## config.mk

```make
export PLATFORM = sky130hd
export DESIGN_NAME = mips_multicycle_ctrl
export DESIGN_NICKNAME = d
export VERILOG_FILES = /design/src/rtl/mips_multicycle_ctrl.sv
export SDC_FILE = /design/constraint.sdc
export NUM_CORES = 1
export LEC_CHECK = 0
export CORE_ASPECT_RATIO = 0.75
export CORE_MARGIN = 2
export CORE_UTILIZATION = 35
export CTS_CLUSTER_DIAMETER = 30
export DETAILED_ROUTE_END_ITERATION = 10
export SLEW_MARGIN = 20
export SYNTH_ARGS = -nofsm -noshare
export SYNTH_HDL_FRONTEND = slang
export SYNTH_SLANG_ARGS = --single-unit
```

## constraint.sdc

```tcl
create_clock -name clk -period 2.18 [get_ports clk]
set_input_delay 0.218 -clock clk [delete_from_list [all_inputs] [get_ports clk]]
set_output_delay 0.218 -clock clk [all_outputs]
set_load 0.01 [all_outputs]
```

## src/rtl/mips_multicycle_ctrl.sv

```systemverilog
`default_nettype none
// ============================================================================
// Module      : mips_multicycle_ctrl
// Description : Multicycle MIPS control FSM with retired-instruction counter
//               and optional trap on undefined opcodes.
// Revision    : 1.0
// ============================================================================
module mips_multicycle_ctrl #(
    parameter bit TRAP_ON_ILLEGAL = 1'b1
) (
    input  logic        clk,
    input  logic        rst_n,
    input  logic [5:0]  opcode,
    input  logic [5:0]  funct,
    input  logic        zero,
    input  logic        mem_ready,
    output logic        pc_en,
    output logic [1:0]  pc_source,
    output logic        ir_write,
    output logic        mem_read,
    output logic        mem_write,
    output logic        i_or_d,
    output logic        reg_write,
    output logic        reg_dst,
    output logic        mem_to_reg,
    output logic        alu_src_a,
    output logic [1:0]  alu_src_b,
    output logic [1:0]  alu_op,
    output logic [3:0]  state,
    output logic        illegal,
    output logic [31:0] retired
);

    localparam logic [5:0] c_OP_RTYPE = 6'b000000;
    localparam logic [5:0] c_OP_LW    = 6'b100011;
    localparam logic [5:0] c_OP_SW    = 6'b101011;
    localparam logic [5:0] c_OP_BEQ   = 6'b000100;
    localparam logic [5:0] c_OP_J     = 6'b000010;
    localparam logic [5:0] c_OP_ADDI  = 6'b001000;
    localparam logic [5:0] c_OP_ANDI  = 6'b001100;
    localparam logic [5:0] c_OP_ORI   = 6'b001101;
    localparam logic [5:0] c_OP_SLTI  = 6'b001010;

    typedef enum logic [3:0] {
        S_FETCH    = 4'd0,
        S_DECODE   = 4'd1,
        S_MEM_ADDR = 4'd2,
        S_MEM_RD   = 4'd3,
        S_MEM_WB   = 4'd4,
        S_MEM_WR   = 4'd5,
        S_R_EXEC   = 4'd6,
        S_R_WB     = 4'd7,
        S_BRANCH   = 4'd8,
        S_JUMP     = 4'd9,
        S_I_EXEC   = 4'd10,
        S_I_WB     = 4'd11,
        S_TRAP     = 4'd12
    } state_t;

    // fetch_gate/zero_gate mark the two states whose pc_en follows an input
    typedef struct packed {
        logic       pc_en;
        logic [1:0] pc_source;
        logic       mem_read;
        logic       mem_write;
        logic       i_or_d;
        logic       reg_write;
        logic       reg_dst;
        logic       mem_to_reg;
        logic       alu_src_a;
        logic [1:0] alu_src_b;
        logic [1:0] alu_op;
        logic       illegal;
        logic       fetch_gate;
        logic       zero_gate;
    } ctrl_t;

    function automatic ctrl_t f_ctrl(input state_t s);
        ctrl_t c;
        c = '0;
        case (s)
            S_FETCH: begin
                c.mem_read   = 1'b1;
                c.alu_src_b  = 2'b01;
                c.fetch_gate = 1'b1;
            end
            S_DECODE:   c.alu_src_b = 2'b11;
            S_MEM_ADDR: begin
                c.alu_src_a = 1'b1;
                c.alu_src_b = 2'b10;
            end
            S_MEM_RD: begin
                c.mem_read = 1'b1;
                c.i_or_d   = 1'b1;
            end
            S_MEM_WB: begin
                c.reg_write  = 1'b1;
                c.mem_to_reg = 1'b1;
            end
            S_MEM_WR: begin
                c.mem_write = 1'b1;
                c.i_or_d    = 1'b1;
            end
            S_R_EXEC: begin
                c.alu_src_a = 1'b1;
                c.alu_op    = 2'b10;
            end
            S_R_WB: begin
                c.reg_write = 1'b1;
                c.reg_dst   = 1'b1;
            end
            S_BRANCH: begin
                c.alu_src_a = 1'b1;
                c.alu_op    = 2'b01;
                c.pc_source = 2'b01;
                c.zero_gate = 1'b1;
            end
            S_JUMP: begin
                c.pc_source = 2'b10;
                c.pc_en     = 1'b1;
            end
            S_I_EXEC: begin
                c.alu_src_a = 1'b1;
                c.alu_src_b = 2'b10;
                c.alu_op    = 2'b11;
            end
            S_I_WB:  c.reg_write = 1'b1;
            S_TRAP:  c.illegal   = 1'b1;
            default: c = '0;
        endcase
        return c;
    endfunction

    state_t      r_state;
    ctrl_t       r_ctrl;
    logic [31:0] r_retired;
    state_t      w_next;
    logic        w_retire;
    logic        w_unused_funct;

    assign w_unused_funct = ^funct;

    always_comb begin
        w_next   = r_state;
        w_retire = 1'b0;
        case (r_state)
            S_FETCH:  if (mem_ready) w_next = S_DECODE;
            S_DECODE: begin
                case (opcode)
                    c_OP_RTYPE:         w_next = S_R_EXEC;
                    c_OP_LW, c_OP_SW:   w_next = S_MEM_ADDR;
                    c_OP_BEQ:           w_next = S_BRANCH;
                    c_OP_J:             w_next = S_JUMP;
                    c_OP_ADDI, c_OP_ANDI,
                    c_OP_ORI, c_OP_SLTI: w_next = S_I_EXEC;
                    default: begin
                        if (TRAP_ON_ILLEGAL) begin
                            w_next = S_TRAP;
                        end else begin
                            w_next   = S_FETCH;
                            w_retire = 1'b1;
                        end
                    end
                endcase
            end
            S_MEM_ADDR: w_next = (opcode == c_OP_LW) ? S_MEM_RD : S_MEM_WR;
            S_MEM_RD:   if (mem_ready) w_next = S_MEM_WB;
            S_MEM_WR: begin
                if (mem_ready) begin
                    w_next   = S_FETCH;
                    w_retire = 1'b1;
                end
            end
            S_R_EXEC: w_next = S_R_WB;
            S_I_EXEC: w_next = S_I_WB;
            S_MEM_WB, S_R_WB, S_I_WB, S_BRANCH, S_JUMP: begin
                w_next   = S_FETCH;
                w_retire = 1'b1;
            end
            S_TRAP:  w_next = S_TRAP;
            default: w_next = S_FETCH;
        endcase
    end

    // Control word is registered alongside the state it belongs to
    always_ff @(posedge clk or negedge rst_n) begin
        if (!rst_n) begin
            r_state   <= S_FETCH;
            r_ctrl    <= f_ctrl(S_FETCH);
            r_retired <= '0;
        end else begin
            r_state <= w_next;
            r_ctrl  <= f_ctrl(w_next);
            if (w_retire) r_retired <= r_retired + 32'd1;
        end
    end

    assign pc_en      = r_ctrl.pc_en | (r_ctrl.fetch_gate & mem_ready)
                      | (r_ctrl.zero_gate & zero);
    assign ir_write   = r_ctrl.fetch_gate & mem_ready;
    assign pc_source  = r_ctrl.pc_source;
    assign mem_read   = r_ctrl.mem_read;
    assign mem_write  = r_ctrl.mem_write;
    assign i_or_d     = r_ctrl.i_or_d;
    assign reg_write  = r_ctrl.reg_write;
    assign reg_dst    = r_ctrl.reg_dst;
    assign mem_to_reg = r_ctrl.mem_to_reg;
    assign alu_src_a  = r_ctrl.alu_src_a;
    assign alu_src_b  = r_ctrl.alu_src_b;
    assign alu_op     = r_ctrl.alu_op;
    assign illegal    = r_ctrl.illegal;
    assign state      = r_state;
    assign retired    = r_retired;

endmodule
`default_nettype wire

```

==> results.ini <==
[detailed_routing]
wirelength_mm=5.42
postRouteAntennaNets=0
drc=0
first_pass_iters=4
vias=1876
via_per_inst=4.71
wire_per_inst_um=13.6
first_iter_violations=78

[cts]
clock_latency_ns=0.30
post_cts_buffers=0
clkSinkCount=51
root_buffer=clkbuf_8
clock_path_buffers=2
cts_resized=0
cts_max_level=2
numCtsBuffers=5
cts_tree=yes
clk_pin_slew_worst_paths_ns=0.09

[timing]
finalHoldViolCount=0
worst_pin_slew_ns=0.571
period_needed_ns=1.98
rsz0062_at_grt=false
fin_crit_sh_pct=90.8
slew_violations=0
finalSetupTns_ns=0
setup_viol=0
fmax_mhz=505
relSlewSlack_pct=62.0
skew_ns=0.00642

[global_routing]
overflow=0
grt_pass1_vias=1746
grt_pass1_wl_mm=9.16
gr-usage-all-layers_pct=14.6
antenna_found_initial=0
grt_max_degree=29

[synthesis]
postSynth.asyncResetShare_pct=100
syn_nets=245
synth_edf_count=0
ys_types=61
ys_seq_area_share_pct=50.7
yosysTopAreaCell=dfrtp_1
avgSynthCellArea_um2=11.1
synth_area_leaders=dfrtp_1 (48%), xnor2_1 (9.4%), dfstp_2 (3.1%)
synth_area_um2=2530
synth_warnings=0
ys.flop_type=dfrtp_1
ys_seq_elements=51
yosysTopAreaCellShare_pct=47.5
syn_inst=228

[place]
post-place-cells=389
placed_cell_area_um2=3280
dpl.hpwl_mm=4.04
finalWeightedCongestion=0.773
io_buffers=61

[power]
p_leak_nw=1.44
powerDensity_nw_per_um2=889
vdd_drop_max_v=0.000371

[floorplan]
chipWidth_um=102
io_pins=68
dieArea_um2=7920
start_util_pct=36.6
rows=26
die-height_um=77.6
coreArea_um2=6900

[run_status]
status=completed

[setup_path]
arrival_ns=2.22
worstPathRequired_ns=2.43
cp_cell_sequence=or4b_4, a31oi_1, o21ai_1, o311a_2, buf_4, nand2_1, o21a_1
critPathCaptureType=flop
slowest_stage=or4b_4
crit_type=flop to flop
worstPathMaxFanout=6
worst_path_largest_cell_delay_ns=0.57
cp-start-kind=flop
critPathTopFamily=simple AND/OR/NAND/NOR gates
crit_buf_inv=1

[finish]
mostFrequentLayoutCells=clkdlybuf4s50_1 (60), dfrtp_1 (48), xnor2_1 (27), nand2_1 (16), nand3_1 (15)
diodes=0
syn2layout_area_growth_pct=33.6
fin_cells=398
finish.instance_area_um2=3380
num-fill-cells=670
largest_reg_flops=32
layout_commonest_cell=clkdlybuf4s50_1
drive_above_1_share_pct=17.3
final_net_count=316

[worst_hold_path]
min_path_type=primary input to asynchronous set/reset pin

[flow_run]
max_cap_violations=0

-- final timing paths --
| kind | start | endpoint | slack [ns] | cells after the start |
|---|---|---|---|---|
| worst min register to register | retired[31] | retired[31] | 0.48 | 1 |
| worst max-delay path | state[2] | reg_write | 0.20 | 7 |
| worst max register to register | state[2] | reg_write | 0.20 | 7 |
| min in group clk | retired[31] | retired[31] | 0.48 | 1 |
| max in group asynchronous | rst_n | retired[3] | 1.20 | 3 |
| worst min-delay path | rst_n | r_ctrl[16] | 0.45 | 2 |
-- through the flow --
step	setup WS (ns)	hold WS (ns)	total power (W)	utilization [%]
3_3_place_gp	0.0267	0.241	0.00247	47.5
3_5_place_dp	0.0490	0.252	0.00248	47.5
6_report	0.201	0.445	0.00300	48.9
4_1_cts	0.195	0.468	0.00305	48.9
2_1_floorplan	0.431	-0.0776	0.00198	-
5_1_grt	0.0926	0.502	0.00322	48.9
-- area by class of cell --
type	count	area [um2]	share of cell area, %
Tap cell	98	123	3.63
Multi-Input combinational cell	158	1130	33.4
Sequential cell	51	1280	37.9
Inverter	8	32.5	0.964
Clock inverter	3	18.8	0.556
Timing Repair Buffer	75	726	21.5
Clock buffer	5	68.8	2.04
-- Yosys cell counts (all sizes together), types with 3 or more instances --
library cell  number
nor3               3
nor2b              3
nand4              8
a21oi              4
inv                8
dfrtp             48
nand3             15
nor2              18
xnor2             27
or3                4
nand2             18
nor4               3
and3               6
o21ai              7
buf               11
xor2               7
dfstp              3
-- cell families (layout without fill, tap and decap cells) --
logic type                 count (synthesis)  after routing  share of synthesized area [%]
muxes                                      2              2                          0.842
and+or+nand+nor                           94             94                           22.5
adders and majority gates                  1              1                          0.495
DFF                                       51             51                           50.7
AOI/OAI and AO/OA                         27             27                           8.97
xor gates and xnor gates                  34             34                           11.8
buffers and inverters                     19             91                           4.71
-- layer usage --
metal | track usage [%] | share of wire [%] | vias to the layer above
li1 | - | - | 937
met1 | 23.6 | 54 | 899
met2 | 19.4 | 41 | 35
met3 | 3.42 | 4.0 | 5
met4 | 3.60 | 1.1 | 0
met5 | 0 | 0 | -
-- report_power, final --
part,internal (W),total [W],switching [W],leakage (nW)
registers,0.00113,0.00124,0.000119,0.685
logic,0.000634,0.00121,0.000579,0.705
clock network,0.000227,0.000545,0.000318,0.0483
total,0.00199,0.00300,0.00102,1.44
-- repair_timing --
item	CTS	global route
endpoints found under the setup margin	0	0
hold endpoints to repair	20	0
hold buffers	1	0
(Power assumes the default switching activity.)
